$ cat src/rtl/mem_commutator.sv
// Round-robin bus commutator: instruction/data masters to boot ROM / RAM slaves.
// Latency: slave strobe one cycle after grant; master ack one cycle after slave ack (min 2).
// Backpressure: one transaction in flight; masters hold stb until ack, missing slave ack times out.
module mem_commutator #(
  parameter logic [13:0] ROM_BASE_HI = 14'h0000,
  parameter logic [13:0] RAM_BASE_HI = 14'h0001,
  parameter int          TIMEOUT     = 15
) (
  input  logic        sys_clk,
  input  logic        sys_rst,
  input  logic        i_stb_i,
  input  logic [31:0] i_addr_i,
  output logic        i_ack_o,
  output logic        i_err_o,
  output logic [31:0] i_data_o,
  input  logic        d_stb_i,
  input  logic        d_we_i,
  input  logic [31:0] d_addr_i,
  input  logic [3:0]  d_sel_i,
  input  logic [31:0] d_data_i,
  output logic        d_ack_o,
  output logic        d_err_o,
  output logic [31:0] d_data_o,
  output logic        rom_stb_o,
  output logic [15:0] rom_addr_o,
  input  logic        rom_ack_i,
  input  logic [31:0] rom_data_i,
  output logic        ram_stb_o,
  output logic        ram_we_o,
  output logic [15:0] ram_addr_o,
  output logic [3:0]  ram_sel_o,
  output logic [31:0] ram_data_o,
  input  logic        ram_ack_i,
  input  logic [31:0] ram_data_i
);

  typedef enum logic [1:0] {IDLE, REQ, RESP} state_t;

  state_t      r_state;
  logic        r_last_d;   // 1: data master was granted last
  logic        r_gnt_d;    // current grantee is the data master
  logic        r_we;
  logic        r_tgt_ram;
  logic        r_err;
  logic [31:0] r_rdata;
  logic [7:0]  r_cnt;

  logic        w_any;
  logic        w_gnt_d;
  logic [31:0] w_addr;
  logic        w_we;
  logic        w_hit_rom;
  logic        w_hit_ram;
  logic        w_ok;
  logic        w_ack;
  logic        w_unused_lsb;

  // On a tie the master that was not served last wins.
  assign w_any     = i_stb_i | d_stb_i;
  assign w_gnt_d   = d_stb_i & (~i_stb_i | ~r_last_d);
  assign w_addr    = w_gnt_d ? d_addr_i : i_addr_i;
  assign w_we      = w_gnt_d & d_we_i;
  assign w_hit_rom = (w_addr[31:18] == ROM_BASE_HI);
  assign w_hit_ram = (w_addr[31:18] == RAM_BASE_HI);
  // The ROM is read-only, so a ROM write is answered with an error like an unmapped access.
  assign w_ok      = (w_hit_rom & ~w_we) | w_hit_ram;
  assign w_ack     = r_tgt_ram ? ram_ack_i : rom_ack_i;
  assign w_unused_lsb = ^w_addr[1:0];

  // Grant, slave handshake with watchdog, and one-cycle master response.
  always_ff @(posedge sys_clk or posedge sys_rst) begin
    if (sys_rst) begin
      r_state    <= IDLE;
      r_last_d   <= 1'b0;
      r_gnt_d    <= 1'b0;
      r_we       <= 1'b0;
      r_tgt_ram  <= 1'b0;
      r_err      <= 1'b0;
      r_rdata    <= '0;
      r_cnt      <= '0;
      i_ack_o    <= 1'b0;
      i_err_o    <= 1'b0;
      i_data_o   <= '0;
      d_ack_o    <= 1'b0;
      d_err_o    <= 1'b0;
      d_data_o   <= '0;
      rom_stb_o  <= 1'b0;
      rom_addr_o <= '0;
      ram_stb_o  <= 1'b0;
      ram_we_o   <= 1'b0;
      ram_addr_o <= '0;
      ram_sel_o  <= '0;
      ram_data_o <= '0;
    end else begin
      i_ack_o  <= 1'b0;
      i_err_o  <= 1'b0;
      i_data_o <= '0;
      d_ack_o  <= 1'b0;
      d_err_o  <= 1'b0;
      d_data_o <= '0;
      case (r_state)
        IDLE: begin
          if (w_any) begin
            r_gnt_d   <= w_gnt_d;
            r_we      <= w_we;
            r_tgt_ram <= w_hit_ram;
            r_cnt     <= '0;
            if (w_ok) begin
              r_state <= REQ;
              if (w_hit_ram) begin
                ram_stb_o  <= 1'b1;
                ram_we_o   <= w_we;
                ram_addr_o <= w_addr[17:2];
                ram_sel_o  <= w_gnt_d ? d_sel_i : 4'hF;
                ram_data_o <= w_gnt_d ? d_data_i : 32'h0;
              end else begin
                rom_stb_o  <= 1'b1;
                rom_addr_o <= w_addr[17:2];
              end
            end else begin
              r_state <= RESP;
              r_err   <= 1'b1;
              r_rdata <= '0;
            end
          end
        end
        REQ: begin
          if (w_ack) begin
            r_state   <= RESP;
            r_err     <= 1'b0;
            r_rdata   <= r_we ? 32'h0 : (r_tgt_ram ? ram_data_i : rom_data_i);
            rom_stb_o <= 1'b0;
            ram_stb_o <= 1'b0;
            ram_we_o  <= 1'b0;
          end else if (r_cnt == 8'(TIMEOUT - 1)) begin
            r_state   <= RESP;
            r_err     <= 1'b1;
            r_rdata   <= '0;
            rom_stb_o <= 1'b0;
            ram_stb_o <= 1'b0;
            ram_we_o  <= 1'b0;
          end else begin
            r_cnt <= r_cnt + 8'd1;
          end
        end
        RESP: begin
          if (r_gnt_d) begin
            d_ack_o  <= 1'b1;
            d_err_o  <= r_err;
            d_data_o <= r_rdata;
          end else begin
            i_ack_o  <= 1'b1;
            i_err_o  <= r_err;
            i_data_o <= r_rdata;
          end
          r_last_d <= r_gnt_d;
          r_state  <= IDLE;
        end
        default: r_state <= IDLE;
      endcase
    end
  end

endmodule

$ cat config.mk
export PLATFORM = sky130hd
export DESIGN_NAME = mem_commutator
export DESIGN_NICKNAME = d
export VERILOG_FILES = /design/src/rtl/mem_commutator.sv
export SDC_FILE = /design/constraint.sdc
export NUM_CORES = 1
export LEC_CHECK = 0
export BUFFER_PORTS_ARGS = -buffer_cell sky130_fd_sc_hd__clkbuf_2
export CELL_PAD_IN_SITES_DETAIL_PLACEMENT = 1
export CELL_PAD_IN_SITES_GLOBAL_PLACEMENT = 1
export CORE_MARGIN = 5
export CORE_UTILIZATION = 39
export CTS_BUF_LIST = sky130_fd_sc_hd__clkbuf_4 sky130_fd_sc_hd__clkbuf_8 sky130_fd_sc_hd__clkbuf_16
export CTS_CLUSTER_SIZE = 28
export DETAILED_ROUTE_END_ITERATION = 16
export PLACE_DENSITY = 0.95
export SYNTH_ARGS = -nofsm -noshare
export SYNTH_HDL_FRONTEND = slang
export SYNTH_SLANG_ARGS = --single-unit
export TNS_END_PERCENT = 5
$ cat constraint.sdc
create_clock -name sys_clk -period 18.8 [get_ports sys_clk]
set_input_delay 2.82 -clock sys_clk [delete_from_list [all_inputs] [get_ports sys_clk]]
set_output_delay 2.82 -clock sys_clk [all_outputs]
set_load 0.01 [all_outputs]
Yosys cells after proc, flatten, opt, wreduce, memory -nomap -nowiden
Cells that the tools add are included.
{ "totals": {"ff_bits": 186, "in_bits": 171, "out_inout_bits": 139, "wordCells": 106} }
{ "op_classes": {"n_addsub": 1, "n_eq_ne": 12, "n_mux": 51, "bitwise_logic": 10, "reduce_logical": 11} }
{ "op_table": {"columns": ["operator", "n"], "rows": [
  ["32-bit two-way mux", 12],
  ["32-bit one-hot mux with 2 select lines", 1],
  ["1-bit two-way mux", 24],
  ["8-bit two-way mux", 3],
  ["8-bit one-hot mux with 2 select lines", 1],
  ["4-bit AND reduction", 4],
  ["14-bit by 1-bit equality test with 1-bit output, second input constant", 1],
  ["14-bit logical NOT", 1],
  ["2-bit != test, second input constant", 7],
  ["5-bit AND reduction", 2],
  ["8-bit by 1-bit adder with 8-bit output, second input constant", 1],
  ["8-bit by 4-bit equality test with 1-bit output, second input constant", 1],
  ["2-bit two-way mux", 4],
  ["1-bit one-hot mux with 2 select lines", 4],
  ["4-bit two-way mux", 1],
  ["1-bit NOT", 4],
  ["2-bit one-hot mux with 2 select lines", 1],
  ["2-bit AND reduction", 2],
  ["1-bit bitwise AND", 3],
  ["3-bit != test, second input constant", 1],
  ["1-bit bitwise OR", 3],
  ["2-bit by 1-bit equality test with 1-bit output, second input constant", 1],
  ["2-bit equality test, second input constant", 1],
  ["2-bit logical NOT", 1],
  ["2-bit nonzero test", 1]
]} }

Logic depth before layout (Yosys ltp)
Gate-level depths: netlist of the first run.
{ "depth": {"depth_word": 10, "mapped_depth": 8, "ltp_nobuf": 7} }

Worst setup path before layout of the first run
Ideal clock, no wire load.
{ "synth_timing": {"path_kind": "input to register", "startpoint": "input port i_addr_i[22]", "endpoint": "register ram_data_o[0]", "arrival_time_ns": 4.241, "setup_slack_ns": 14.425, "path_stages": 7, "path_cell_list": "nor4_1 > nand4_1 > a221o_1 > buf_2 > buf_1 > nand2_1 > o21ai_0"} }
{ "synth_via": {"elab_chain_len": 5, "elab_cells_between_ends": 6, "cone_classes": "1 x eq/ne; 1 x mux; 2 x bitwise; 2 x reduce/logical"} }
{ "synth_rtl": {"columns": ["item", "line_no", "text"], "rows": [
  ["from (decl)", "12", "input logic [31:0] i_addr_i,"],
  ["32-bit two-way mux *", "61", "assign w_addr = w_gnt_d ? d_addr_i : i_addr_i;"],
  ["14-bit logical NOT", "63", "assign w_hit_rom = (w_addr[31:18] == ROM_BASE_HI);"],
  ["1-bit bitwise AND", "66", "assign w_ok = (w_hit_rom & ~w_we) | w_hit_ram;"],
  ["1-bit bitwise OR", "66", null],
  ["4-bit AND reduction (no source line) *", null, null],
  ["to (signal assigned)", "115", "ram_data_o <= w_gnt_d ? d_data_i : 32'h0;"],
  ["to (decl)", "32", "output logic [31:0] ram_data_o,"]
]} }
Every way passes the cells marked *; elsewhere a longest branch is shown, timed or not.
A chain may end at the register's enable or synchronous reset.

Worst setup path in the final report of the first run
{ "layout_timing": {"startpoint": "input port d_stb_i", "endpoint": "register rom_addr_o[5]"} }
{ "layout_via": {"elab_chain_len": 6, "elab_cells_between_ends": 11, "cone_classes": "1 x eq/ne; 1 x mux; 7 x bitwise; 2 x reduce/logical"} }
{ "layout_rtl": {"columns": ["item", "line_no", "text"], "rows": [
  ["from (decl)", "16", "input logic d_stb_i,"],
  ["1-bit bitwise AND", "60", "assign w_gnt_d = d_stb_i & (~i_stb_i | ~r_last_d);"],
  ["32-bit two-way mux / 1-bit bitwise AND (equally long branches)", "61, 62", null],
  ["14-bit logical NOT / 1-bit NOT (equally long branches)", "63, 66", null],
  ["1-bit bitwise AND", "66", null],
  ["1-bit bitwise OR", "66", null],
  ["4-bit AND reduction (no source line)", null, null],
  ["to (signal assigned)", "118", "rom_addr_o <= w_addr[17:2];"],
  ["to (decl)", "25", "output logic [15:0] rom_addr_o,"]
]} }
Several ways; a longest one is shown, not always the timed one.

==> results of run 1 <==
[per-stage QoR]
stage	setup WS, ps	hold WS (ps)	power, uW	area [um^2]
after floorplan	10920	435.4	445.1	7450
after global placement	13120	463.0	477.0	9165
after detailed placement	12880	469.8	479.1	9165
after CTS	13320	486.5	838.6	9757
after global routing	13130	501.9	864.8	9757
final	13340	478.2	830.0	9757
[report_power, final]
part | leakage [uW] | switching (uW) | total, uW | internal, uW
combinational | 0.00235 | 41.3 | 64.8 | 23.4
sequential | 0.00248 | 2.46 | 405 | 403
clock | 0.000283 | 168 | 360 | 192
[logic make-up (layout without fill, tap and decap cells)]
kind of cell | after synthesis | after routing
AO/OA/AOI/OAI | 105 | 105
XOR/XNOR | 6 | 6
adder cells (fa/ha/maj) | 2 | 2
buffers and inverters | 65 | 370
flip-flops | 186 | 186
multiplexers | 65 | 65
AND/OR/NAND/NOR | 213 | 213
[registers in the layout, indices dropped and copies added (netlist names), 2 cells and up]
register	count
rom_addr_o	16
r_state	2
d_data_o	32
ram_data_o	32
r_rdata	32
i_data_o	32
ram_sel_o	4
ram_addr_o	16
r_cnt	8
[worst reg2reg max path: stages (launching register included)]
cell and delay, ps:
dfrtp_1 420, a21boi_4 900, o2111ai_1 400, a22oi_2 310
and3_1 940, mux2i_1 320
[cells in the mapped netlist, types with 2 or more instances]
master,instances
nor2_1,13
nor3_1,13
nor4_1,5
clkbuf_1,26
dfrtp_1,186
nand2_1,93
nand4b_1,2
buf_6,4
nand3b_1,2
buf_2,2
nand4_1,4
a21oi_1,5
nand2b_1,2
xor2_1,3
or3_1,2
and3_1,2
inv_1,26
o21ai_0,52
o2bb2ai_1,32
a31o_2,2
nand3_1,6
mux2i_1,65
and2_1,65
buf_1,6
o211a_1,2
xnor2_1,3
ha_1,2
[final cells by class]
type / count / area share [%]
flip-flops and latches: 186 / 47.72
clock buffers: 18 / 4.501
well taps: 234 / 3.001
inverters: 26 / 1.077
clock inverters: 14 / 1.564
repair buffers: 312 / 16.18
multi-input cells: 391 / 25.96
[layer usage]
layer | up-vias | routed length [um] | GRT usage (%) | part of all wire, %
met5 | - | 0 | 0 | 0
met4 | 0 | 744 | 9.007 | 3.2
met3 | 55 | 977 | 4.022 | 4.1
met2 | 192 | 12740 | 39.71 | 54
met1 | 2987 | 9140 | 24.55 | 39
li1 | 2750 | - | - | -
[path summary, 6_finish.rpt]
kind                       slack (ps)  cells after the start                         end
setup / recovery                13340                      6   rom_addr_o[5]$_DFFE_PP0P_
hold / removal                    480                      2  ram_data_o[27]$_DFFE_PP0P_
setup reg to reg                15420                      5   rom_addr_o[5]$_DFFE_PP0P_
hold reg to reg                   480                      2  ram_data_o[27]$_DFFE_PP0P_
max in group asynchronous       14790                      3      d_data_o[10]$_DFF_PP0_
min in group asynchronous        2530                      2      i_data_o[13]$_DFF_PP0_
==> impl_results.md, run 1 <==
* Mapped cell area at 0.007450 mm^2
* CTS clk-pin slew, worst paths at 70 ps
* Latest clock arrival within the worst-skew pair at 430 ps
* Final wirelength at approximately 24000 um
* Critical-path maximum fanout at 39
* CP endpoint kind: flip-flop
* DRC errors left at 0
* Initial antenna violation count at 0
* CTS resizes at 0
* Total GRT Usage at 21.58%
* # rows at 50
* Vias at between 5000 and 6000
* Final min period at 5465 ps
* GPL Wtd Cong at 0.9099
* RSZ-0062 raised after global routing: false
* Multi-input logic area at approximately 0.0025 mm^2
* Area growth syn-to-layout at 30.97%
* Final setup fails at 0
* Bufs and invs on worst path at 1
* Commonest non-fill, non-tap cell in the layout: clkbuf_2
* Crit-path cells: clkbuf_2, a21boi_4, o2111ai_1, a22oi_2, and3_1, mux2i_1
* Longest Clk Path Bufs at 2
* Hold buffer count at cts at 0
* Final hold violation count at 0
* #FFs+latches synth at 186
* Full die area at ~0.022 mm^2
* Vias per cell at between 5 and 6
* Pwr dens at 85.07 mW/mm^2
* Max Clk Rate at roughly 0.18 GHz
* Largest stage delay on the critical path at 940 ps
* Worst hold start: ram_data_o[27]$_DFFE_PP0P_
* Number of flops mapped to enable cells by yosys at 0
* Post-DR wirelength/cell at between 15 and 20 um
* Share of layout cells above drive strength 1 at around 38%
* Synth area leaders: dfrtp_1, mux2i_1, and2_1
* Post-route insts no fill at around 1200
* Final core occ at between 50% and 60%
* CP top delay family: compound AO/OA/AOI/OAI gates
* Reg2reg start: r_last_d$_DFFE_PP0P_
* Critical Path RT at ~19000 ps
* CTS tree: built
* Final max-slew violation count at 0
* Mux contribution to synthesized area at between 8 and 9%
* Register area share after synthesis at a little over three fifths
* Leak pwr at 0.005115 uW
* Worst setup path startpoint: d_stb_i
* Synth Area in Simple Gates at 14.38%
* Largest family of logic cells by synthesized area: simple AND/OR/NAND/NOR gates
* Mean post-synth cell area at between 10 and 15 um^2
* CTS Root Cell: clkbuf_16
* Status: finished clean
* Setup CP Type: in2reg
* CTS sink cnt at between 150 and 200
* Peak supply drop at 0.00006131 V
* Chip height at roughly 150 um
* CP Data Arrival Time at a little under 6000 ps
* Core area at around 0.019 mm^2
* Post-synthesis xor/xnor area fraction at 0.7054%
* Worst slew margin at 23.55%
* Routed Antenna Nets at 0
* Post-CTS Setup Bufs at 0
* Max Cap Violations at 0
* Layout fillers at around 2200
* Largest area contributor in the netlist: dfrtp_1
* Post-synthesis adder-cell area fraction at less than 1%
* Placed Instances at 1149
* Final #Nets at ~1100
* IO buf count at just over 300
* Tcrit/Tclk final at 29.07%
* # H-tree levels at 4
* CP startpoint kind: primary input
* Asr flop ratio synth at between 90% and 100%
* Yosys cell types at 44
* Pin slew with the least headroom to its limit at 1144 ps
* Initial DRC count at around 220
* Storage cell area at 0.004656 mm^2
* Hold Crit Class: reg2reg
* Area fraction of the dominant cell type after synthesis at between 60 and 70%
* Slowest cell on crit path: and3_1
* Yosys warns at 0
* Largest net degree at the start of global routing at roughly 120
* Most frequent cells in the layout: clkbuf_2, dfrtp_1, nand2_1
* ANT cells at 0
* Initial Util at 39.69%
* DRT Pass-1 Iters at 4
* Synth Instances at 642
* Main synth FF type: dfrtp_1
* Net Count, Synth at between 800 and 900
* Setup TNS at 0 ps
* Placed wire-length estimate at ~17000 um
* Gr ovfl total at 0
* Clock Skew at 11.83 ps
* TritonCTS Buffers at 17
* Number of global-route vias before repair at 6733
* Ports at 310
* First-pass GRT wire length at between 30000 and 40000 um
* Die Wd at about 150 um
* Post-synthesis compound-gate area fraction at just under 10%
No activity file was read; power rests on OpenSTA's default activity.
==> run 2: changes to the inputs <==
--- a/config.mk
+++ b/config.mk
@@ -9,11 +9,11 @@
 export CELL_PAD_IN_SITES_DETAIL_PLACEMENT = 1
 export CELL_PAD_IN_SITES_GLOBAL_PLACEMENT = 1
 export CORE_MARGIN = 5
-export CORE_UTILIZATION = 39
+export CORE_UTILIZATION = 33
 export CTS_BUF_LIST = sky130_fd_sc_hd__clkbuf_4 sky130_fd_sc_hd__clkbuf_8 sky130_fd_sc_hd__clkbuf_16
 export CTS_CLUSTER_SIZE = 28
 export DETAILED_ROUTE_END_ITERATION = 16
-export PLACE_DENSITY = 0.95
+export PLACE_DENSITY = 0.88
 export SYNTH_ARGS = -nofsm -noshare
 export SYNTH_HDL_FRONTEND = slang
 export SYNTH_SLANG_ARGS = --single-unit
==> constraint.sdc (replaced) <==
create_clock -name sys_clk -period 4.45 [get_ports sys_clk]
set_input_delay 0.6675 -clock sys_clk [delete_from_list [all_inputs] [get_ports sys_clk]]
set_output_delay 0.6675 -clock sys_clk [all_outputs]
set_load 0.01 [all_outputs]
==> run 2 against run 1 <==
  * Global-route usage shrank 3.3 points
  * Setup slack lost 12000 ps
  * Clock skew grew 4.7 ps
  * Largest power group unchanged
==> impl_results.md, run 2 (synthesis gave the netlist of run 1 again) <==
* ANT cells at 0 (unchanged)
* Worst slew margin at 27.52% (was 23.55%)
* R2r setup slk at 1760 ps (was 15420 ps)
* Max Clk Rate at ~0.34 GHz
* Post-CTS Setup Bufs at 0 (unchanged)
* Most frequent cells in the layout: clkbuf_2, dfrtp_1, nand2_1 (unchanged)
* Commonest non-fill, non-tap cell in the layout: clkbuf_2 (unchanged)
* Latest clock arrival within the worst-skew pair at 430 ps (about the same)
* Post-DR wirelength/cell at 18.88 um (was 19.98 um)
* IO buf count at 305 (unchanged)
* GPL Wtd Cong at 0.8717 (was 0.9099)
* Bufs and invs on worst path at 2 (was 1)
* Number of global-route vias before repair at 6688 (was 6733)
* RSZ-0062 raised after global routing: false (unchanged)
* Share of layout cells above drive strength 1 at 38.07% (was 37.80%)
* Tcrit/Tclk final at between 60 and 70%
* # H-tree levels at 4 (unchanged)
* Reg2reg start: r_last_d$_DFFE_PP0P_ (unchanged)
* Chip height at 160.3 um (was 148.2 um)
* Crit path capture: ram_data_o[10]$_DFFE_PP0P_ (was rom_addr_o[5]$_DFFE_PP0P_)
* Final min period at 2942 ps
* Largest stage delay on the critical path at 780 ps (was 940 ps)
* Hold depth at 3 (was 2)
* Final hold violation count at 0 (unchanged)
* Pwr dens at 360.6 mW/mm^2 (was 85.07 mW/mm^2)
* Die Wd at 160.3 um (was 148.2 um)
* Vias at 5878 (was 5984)
* Longest Clk Path Bufs at 2 (unchanged)
* # rows at 55 (was 50)
* Gr ovfl total at 0 (unchanged)
* Stages on worst setup path at 7 (was 6)
* Worst setup path startpoint: d_addr_i[22] (was d_stb_i)
* Largest net degree at the start of global routing at 187 (was 116)
* Ports at 310 (unchanged)
* Hold buffer count at cts at 0 (unchanged)
* DRC errors left at 0 (unchanged)
* Hold Crit Class: in2reg (was reg2reg)
* Crit-path cells: clkbuf_2, nor4_1, nand4_1, a221o_2, buf_4, nand2_1, o21ai_0 (was clkbuf_2, a21boi_4, o2111ai_1, a22oi_2, and3_1, mux2i_1)
* Layout fillers at 2581 (was 2153)
* Critical Path RT at 4740 ps (was 19130 ps)
* CP endpoint kind: flip-flop (unchanged)
* Initial DRC count at 338 (was 223)
* Status: finished clean (unchanged)
* Pin slew with the least headroom to its limit at 1087 ps (was 1144 ps)
* Final wirelength at 23340 um (was 23600 um)
* CP top delay family: simple AND/OR/NAND/NOR gates (was compound AO/OA/AOI/OAI gates)
* CTS resizes at 0 (unchanged)
* Final setup fails at 0 (unchanged)
* DRT Pass-1 Iters at 4 (unchanged)
* CTS clk-pin slew, worst paths at 80 ps (was 70 ps)
* Setup TNS at 0 ps (unchanged)
* Max Cap Violations at 0 (unchanged)
* Initial Util at 33.21% (was 39.69%)
* Total GRT Usage at 18.30% (was 21.58%)
* Routed Antenna Nets at 0 (unchanged)
* Clock Skew at 16.54 ps (was 11.83 ps)
* Peak supply drop at 0.0002048 V (was 0.00006131 V)
* Final max-slew violation count at 0 (unchanged)
* CP startpoint kind: primary input (unchanged)
* First-pass GRT wire length at 37180 um (was 36960 um)
* Core area at 0.02243 mm^2 (was 0.01877 mm^2)
* CTS Root Cell: clkbuf_16 (unchanged)
* Vias per cell at 4.756 (was 5.067)
* Placed wire-length estimate at 17230 um (was 17470 um)
* R2R Path End: r_rdata[20]$_DFFE_PP0P_ (was rom_addr_o[5]$_DFFE_PP0P_)
* Final #Nets at 1111 (was 1107)
* CTS tree: built (unchanged)
* WHS at 462.9 ps (was 478.2 ps)
* TritonCTS Buffers at 17 (unchanged)
* Slowest cell on crit path: nor4_1 (was and3_1)
* Register-to-Register Path Depth at 7 (was 5)
* Full die area at 0.02568 mm^2 (was 0.02197 mm^2)
* Setup CP Type: in2reg (unchanged)
* CP Data Arrival Time at 3230 ps (was 5800 ps)
* CTS sink cnt at 186 (unchanged)
* Area growth syn-to-layout at 32.85% (was 30.97%)
* Leak pwr at 0.005152 uW (was 0.005115 uW)
* Critical-path maximum fanout at 64 (was 39)
* Initial antenna violation count at 0 (unchanged)
-- run 2: through the flow --
step / setup WS, ps / area [um^2] / total power [uW] / cells / utilization, %
floorplan: 1390 / 7453 / 1881 / 642 / -
global placement: 1238 / 9268 / 2022 / 1204 / 41.31
detailed placement: 1123 / 9268 / 2031 / 1204 / 41.31
CTS: 1578 / 9897 / 3618 / 1236 / 44.12
global route: 1373 / 9897 / 3719 / 1236 / 44.12
finish: 1508 / 9897 / 3569 / 1236 / 44.12
-- run 2: area by class of cell --
type | instances | area (um^2) | area share [%]
Tap cell | 285 | 356.6 | 3.603
Clock buffer | 17 | 425.4 | 4.298
Multi-Input combinational cell | 391 | 2532 | 25.59
Clock inverter | 15 | 203.9 | 2.061
Sequential cell | 186 | 4656 | 47.04
Inverter | 26 | 101.3 | 1.024
Timing Repair Buffer | 316 | 1622 | 16.38
-- run 2: worst min-delay path by stage --
stage / start / end / slack [ps]
after floorplan: r_gnt_d$_DFFE_PP0P_ / i_err_o$_DFF_PP0_ / 440
after global placement: ram_addr_o[1]$_DFFE_PP0P_ / ram_addr_o[1]$_DFFE_PP0P_ / 460
after detailed placement: ram_data_o[28]$_DFFE_PP0P_ / ram_data_o[28]$_DFFE_PP0P_ / 470
after CTS: d_data_i[1] / ram_data_o[1]$_DFFE_PP0P_ / 440
after global routing: d_data_i[1] / ram_data_o[1]$_DFFE_PP0P_ / 450
final: d_data_i[30] / ram_data_o[30]$_DFFE_PP0P_ / 460
-- run 2: worst register-to-register path, cell delays in order, from the launching register on --
cell and delay (ps):
dfrtp_1 420, a21boi_4 450, buf_4 390, o2111ai_1 240, a22o_1 320, o21ai_4 130, buf_4 410, o2bb2ai_1 230
-- run 2: report_power, final --
part | internal, uW | leakage, uW | switching [uW]
registers | 1700 | 0.00248 | 9.76
clock network | 818 | 0.000301 | 759
logic | 103 | 0.00237 | 178
total | 2620 | 0.00515 | 947
-- run 2: layer usage --
layer | up-vias | global-route usage [%] | share of wire, %
li1 | 2762 | - | -
met1 | 2920 | 21.49 | 41
met2 | 159 | 33.39 | 54
met3 | 37 | 3.329 | 2.9
met4 | 0 | 6.609 | 2.8
met5 | - | 0 | 0
==> run 3: changes to the inputs <==
--- a/config.mk
+++ b/config.mk
@@ -5,15 +5,16 @@
 export SDC_FILE = /design/constraint.sdc
 export NUM_CORES = 1
 export LEC_CHECK = 0
+export ABC_AREA = 1
 export BUFFER_PORTS_ARGS = -buffer_cell sky130_fd_sc_hd__clkbuf_2
 export CELL_PAD_IN_SITES_DETAIL_PLACEMENT = 1
 export CELL_PAD_IN_SITES_GLOBAL_PLACEMENT = 1
 export CORE_MARGIN = 5
-export CORE_UTILIZATION = 33
+export CORE_UTILIZATION = 32
 export CTS_BUF_LIST = sky130_fd_sc_hd__clkbuf_4 sky130_fd_sc_hd__clkbuf_8 sky130_fd_sc_hd__clkbuf_16
 export CTS_CLUSTER_SIZE = 28
 export DETAILED_ROUTE_END_ITERATION = 16
-export PLACE_DENSITY = 0.88
+export PLACE_DENSITY = 0.87
 export SYNTH_ARGS = -nofsm -noshare
 export SYNTH_HDL_FRONTEND = slang
 export SYNTH_SLANG_ARGS = --single-unit
==> constraint.sdc (replaced) <==
create_clock -name sys_clk -period 2.5 [get_ports sys_clk]
set_input_delay 0.375 -clock sys_clk [delete_from_list [all_inputs] [get_ports sys_clk]]
set_output_delay 0.375 -clock sys_clk [all_outputs]
set_load 0.01 [all_outputs]
==> run 3 against run 2 <==
  * Non-clock buffer count increased by 9
  * Via count rose by 8.2%
  * Utilization down 1.2 points
  * Flip-flop and latch count unchanged
  * Synthesized area up 2.4%
  * Worst hold slack worse by 410 ps
  * Clock power up 66%
  * Global-route usage down 0.43 points
  * Sequential share of layout area is 0.79 points lower
  * Final area up 1.7%
  * Setup slack got worse by 1100 ps
  * Critical path type is now reg2reg
  * Critical endpoint is now r_rdata[2]$_DFFE_PP0P_
==> impl_results.md, run 3 <==
* Vias at 6358 (was 5878)
* Gr ovfl total at 0 (unchanged)
* Largest area contributor in the netlist: dfrtp_1 (unchanged)
* Met2 Resource Use GR at 30.35% (was 33.39%)
* Internal power at 4551 uW (was 2622 uW)
* Post-DR wirelength/cell at 17.28 um (was 18.88 um)
* Reg2reg start: r_cnt[0]$_DFFE_PP0P_ (was r_last_d$_DFFE_PP0P_)
* Post-route insts no fill at 1391 (was 1236)
* Final hold violation count at 0 (unchanged)
* Top Usage Layer GRT: met2 (unchanged)
* # rows at 56 (was 55)
* Slowest cell on crit path: dfrtp_1 (was nor4_1)
* Placed Instances at 1360 (was 1204)
* Final #Nets at 1233 (was 1111)
* Placed wire-length estimate at 18400 um (was 17230 um)
* R2r setup slk at 400 ps (was 1760 ps)
* Pre-CTS WS at 314.7 ps (was 1123 ps)
* Pin slew with the least headroom to its limit at 723.0 ps (was 1087 ps)
* CTS sink cnt at 186 (unchanged)
* Core area at 0.02347 mm^2 (was 0.02243 mm^2)
* DRC errors left at 0 (unchanged)
* Post-synth top cells: dfrtp_1, nand2_1, nor2_1 (was dfrtp_1, nand2_1, and2_1, mux2i_1, o21ai_0)
* CTS resizes at 0 (unchanged)
* Latest clock arrival within the worst-skew pair at 430 ps (about the same)
* Vias per cell at 4.571 (was 4.756)
* Max Clk Rate at 0.4765 GHz
* Post-CTS Setup Bufs at 0 (unchanged)
* Max Cap Violations at 0 (unchanged)
* Largest net degree at the start of global routing at 79 (was 187)
* Longest Clk Path Bufs at 2 (unchanged)
* Cell area after layout at 0.01006 mm^2 (was 0.009897 mm^2)
* Crit-path cells: inv_1, ha_1, nand2_2, o211ai_4, inv_2, nor2_1, nand2_1, inv_2, buf_12, o21ai_2 (was clkbuf_2, nor4_1, nand4_1, a221o_2, buf_4, nand2_1, o21ai_0)
* Bufs and invs on worst path at 4 (was 2)
* Leak pwr at 0.005239 uW (was 0.005152 uW)
* Routed Antenna Nets at 0 (unchanged)
* Critical-path maximum fanout at 20 (was 64)
* Most frequent cells in the layout: clkbuf_2, dfrtp_1, nand2_1 (unchanged)
* Peak supply drop at 0.0003566 V (was 0.0002048 V)
* Status: finished clean (unchanged)
* ANT cells at 0 (unchanged)
* Synth area leaders: dfrtp_1, nand2_1, nor2_1 (was dfrtp_1, mux2i_1, and2_1)
* Main synth FF type: dfrtp_1 (unchanged)
* Total power at 6237 uW (was 3569 uW)
* Area fraction of the dominant cell type after synthesis at 61.02% (was 62.48%)
* Final max-slew violation count at 0 (unchanged)
* CP endpoint kind: flip-flop (unchanged)
* Setup CP Type: reg2reg (was in2reg)
* Register-to-Register Path Depth at 10 (was 7)
* Net Count, Synth at 927 (was 815)
* Final setup fails at 0 (unchanged)
* Initial Util at 32.49% (was 33.21%)
* CP top delay family: buffers and inverters (was simple AND/OR/NAND/NOR gates)
* Chip height at 164.4 um (was 160.3 um)
* R2R Path End: r_rdata[2]$_DFFE_PP0P_ (was r_rdata[20]$_DFFE_PP0P_)
* Synth Instances at 754 (was 642)
* Hold Crit Class: in2async (was in2reg)
* CP Data Arrival Time at 2400 ps (was 3230 ps)
* Number of flops mapped to enable cells by yosys at 0 (unchanged)
* Mean post-synth cell area at 10.12 um^2 (was 11.60 um^2)
* WHS at 52.52 ps (was 462.9 ps)
* CTS tree: built (unchanged)
* Area growth syn-to-layout at 31.94% (was 32.85%)
* Initial antenna violation count at 0 (unchanged)
* Sw frac at 27.03% (was 26.54%)
* Layout fillers at 2789 (was 2581)
* # H-tree levels at 4 (unchanged)
* Worst slew margin at 51.80% (was 27.52%)
* Final wirelength at 24040 um (was 23340 um)
* Die Wd at 164.4 um (was 160.3 um)
* Seq pwr share at 49.0% (was 47.9%)
* DRT Pass-1 Iters at 4 (unchanged)
* Global routing usage on met1 at 21.93% (was 21.49%)
* Yosys warns at 0 (unchanged)
* CTS clk-pin slew, worst paths at 70 ps (was 80 ps)
* Register area share after synthesis at 61.02% (was 62.48%)
* Initial DRC count at 313 (was 338)
* Full die area at 0.02702 mm^2 (was 0.02568 mm^2)
* Asr flop ratio synth at 100.0% (unchanged)
* CTS Root Cell: clkbuf_16 (unchanged)
* GR Util met3 at 6.564% (was 3.329%)
* Placed instance area at 0.009503 mm^2 (was 0.009268 mm^2)
* Gate power share at 9.0% (was 7.9%)
* Hold buffer count at cts at 0 (unchanged)
* Pwr dens at 619.7 mW/mm^2 (was 360.6 mW/mm^2)
* Clock network power share at 42.1% (was 44.2%)
* Number of global-route vias before repair at 7109 (was 6688)
* Psw at 1686 uW (was 947.2 uW)
* Worst setup margin at 401.4 ps (was 1508 ps)
* Final min period at 2099 ps
* Total GRT Usage at 17.86% (was 18.30%)
* Commonest non-fill, non-tap cell in the layout: clkbuf_2 (unchanged)
* Share of layout cells above drive strength 1 at 40.86% (was 38.07%)
* Ports at 310 (unchanged)
* First-pass GRT wire length at 37740 um (was 37180 um)
* Largest stage delay on the critical path at 390 ps (was 780 ps)
* GPL Wtd Cong at 0.8240 (was 0.8717)
* Yosys cell types at 37 (was 44)
* Count leader, synth: dfrtp_1 (unchanged)
* Critical Path RT at 2800 ps (was 4740 ps)
* #FFs+latches synth at 186 (unchanged)
* TritonCTS Buffers at 17 (unchanged)
* Mapped cell area at 0.007627 mm^2 (was 0.007450 mm^2)
* Clock Skew at 12.89 ps (was 16.54 ps)
* CP startpoint kind: flip-flop (was primary input)
* Tcrit/Tclk final at about 84%
* RSZ-0062 raised after global routing: false (unchanged)
* CP most frequent cell: inv_2
* IO buf count at 305 (unchanged)
run 3: cell types whose count changed after synthesis, sizes merged, moves of 11 or more:
cell,change
and2,-64
buf,+11
clkbuf,-12
inv,+40
mux2i,-49
nand2,+48
nor2,+91
o211ai,+23
o21ai,+53
o2bb2ai,-32
or2,+27
run 3: metrics by stage:
step / utilization (%) / TNS (ps)
floorplan: - / -49760
global placement: 40.49 / 0
detailed placement: 40.49 / 0
CTS: 42.87 / 0
global route: 42.87 / 0
finish: 42.87 / 0
run 3: final cells by class:
cell class	instances	area (um^2)	area share (%)
clock buffers	17	425.4	4.227
multi-input cells	462	2474	24.58
repair buffers	325	1714	17.03
inverters	68	261.5	2.599
well taps	319	399.1	3.966
flip-flops and latches	186	4654	46.25
clock inverters	14	135.1	1.343
run 3: worst reg2reg max path: cells and delay by family (launching register included):
family                   cells  cell delay [ps]
buffers and inverters        4              810
flip-flops                   1              390
AO/OA/AOI/OAI                2              310
AND/OR/NAND/NOR              3              280
adder cells (fa/ha/maj)      1              190
run 3: power by group through the flow:
stage | combinational (uW) | sequential [uW] | clock, uW
after floorplan | 287 | 3120 | 0
after global placement | 559 | 3110 | 0
after detailed placement | 573 | 3110 | 0
after CTS | 576 | 3050 | 2710
after global routing | 627 | 3060 | 2840
final | 559 | 3050 | 2620
run 3: cell families (layout without fill, tap and decap cells):
family                   count (synthesis)  in the layout  synth area share [%]
buffers and inverters                  106            424                 6.545
XOR/XNOR                                 5              5                0.5741
AND/OR/NAND/NOR                        291            291                 16.55
multiplexers                            16             16                 2.100
AO/OA/AOI/OAI                          148            148                 12.88
adder cells (fa/ha/maj)                  2              2                0.3280
flip-flops                             186            186                 61.02
run 3: per-layer routing:
| metal | wire length, um | up-vias | share of wire (%) |
|---|---|---|---|
| met2 | 11440 | 240 | 48 |
| met5 | 0 | - | 0 |
| li1 | - | 3041 | - |
| met4 | 239 | 0 | 0.99 |
| met1 | 10010 | 3064 | 42 |
| met3 | 2349 | 13 | 9.8 |
run 3: worst max-delay path by stage:
stage	from	endpoint	cells past startpoint
after floorplan	sys_rst	d_ack_o$_DFF_PP0_	1
after global placement	i_stb_i	r_rdata[3]$_DFFE_PP0P_	11
after detailed placement	i_stb_i	r_rdata[2]$_DFFE_PP0P_	11
after CTS	r_tgt_ram$_DFFE_PP0P_	r_rdata[2]$_DFFE_PP0P_	10
after global routing	r_cnt[0]$_DFFE_PP0P_	r_rdata[2]$_DFFE_PP0P_	10
final	r_cnt[0]$_DFFE_PP0P_	r_rdata[2]$_DFFE_PP0P_	10
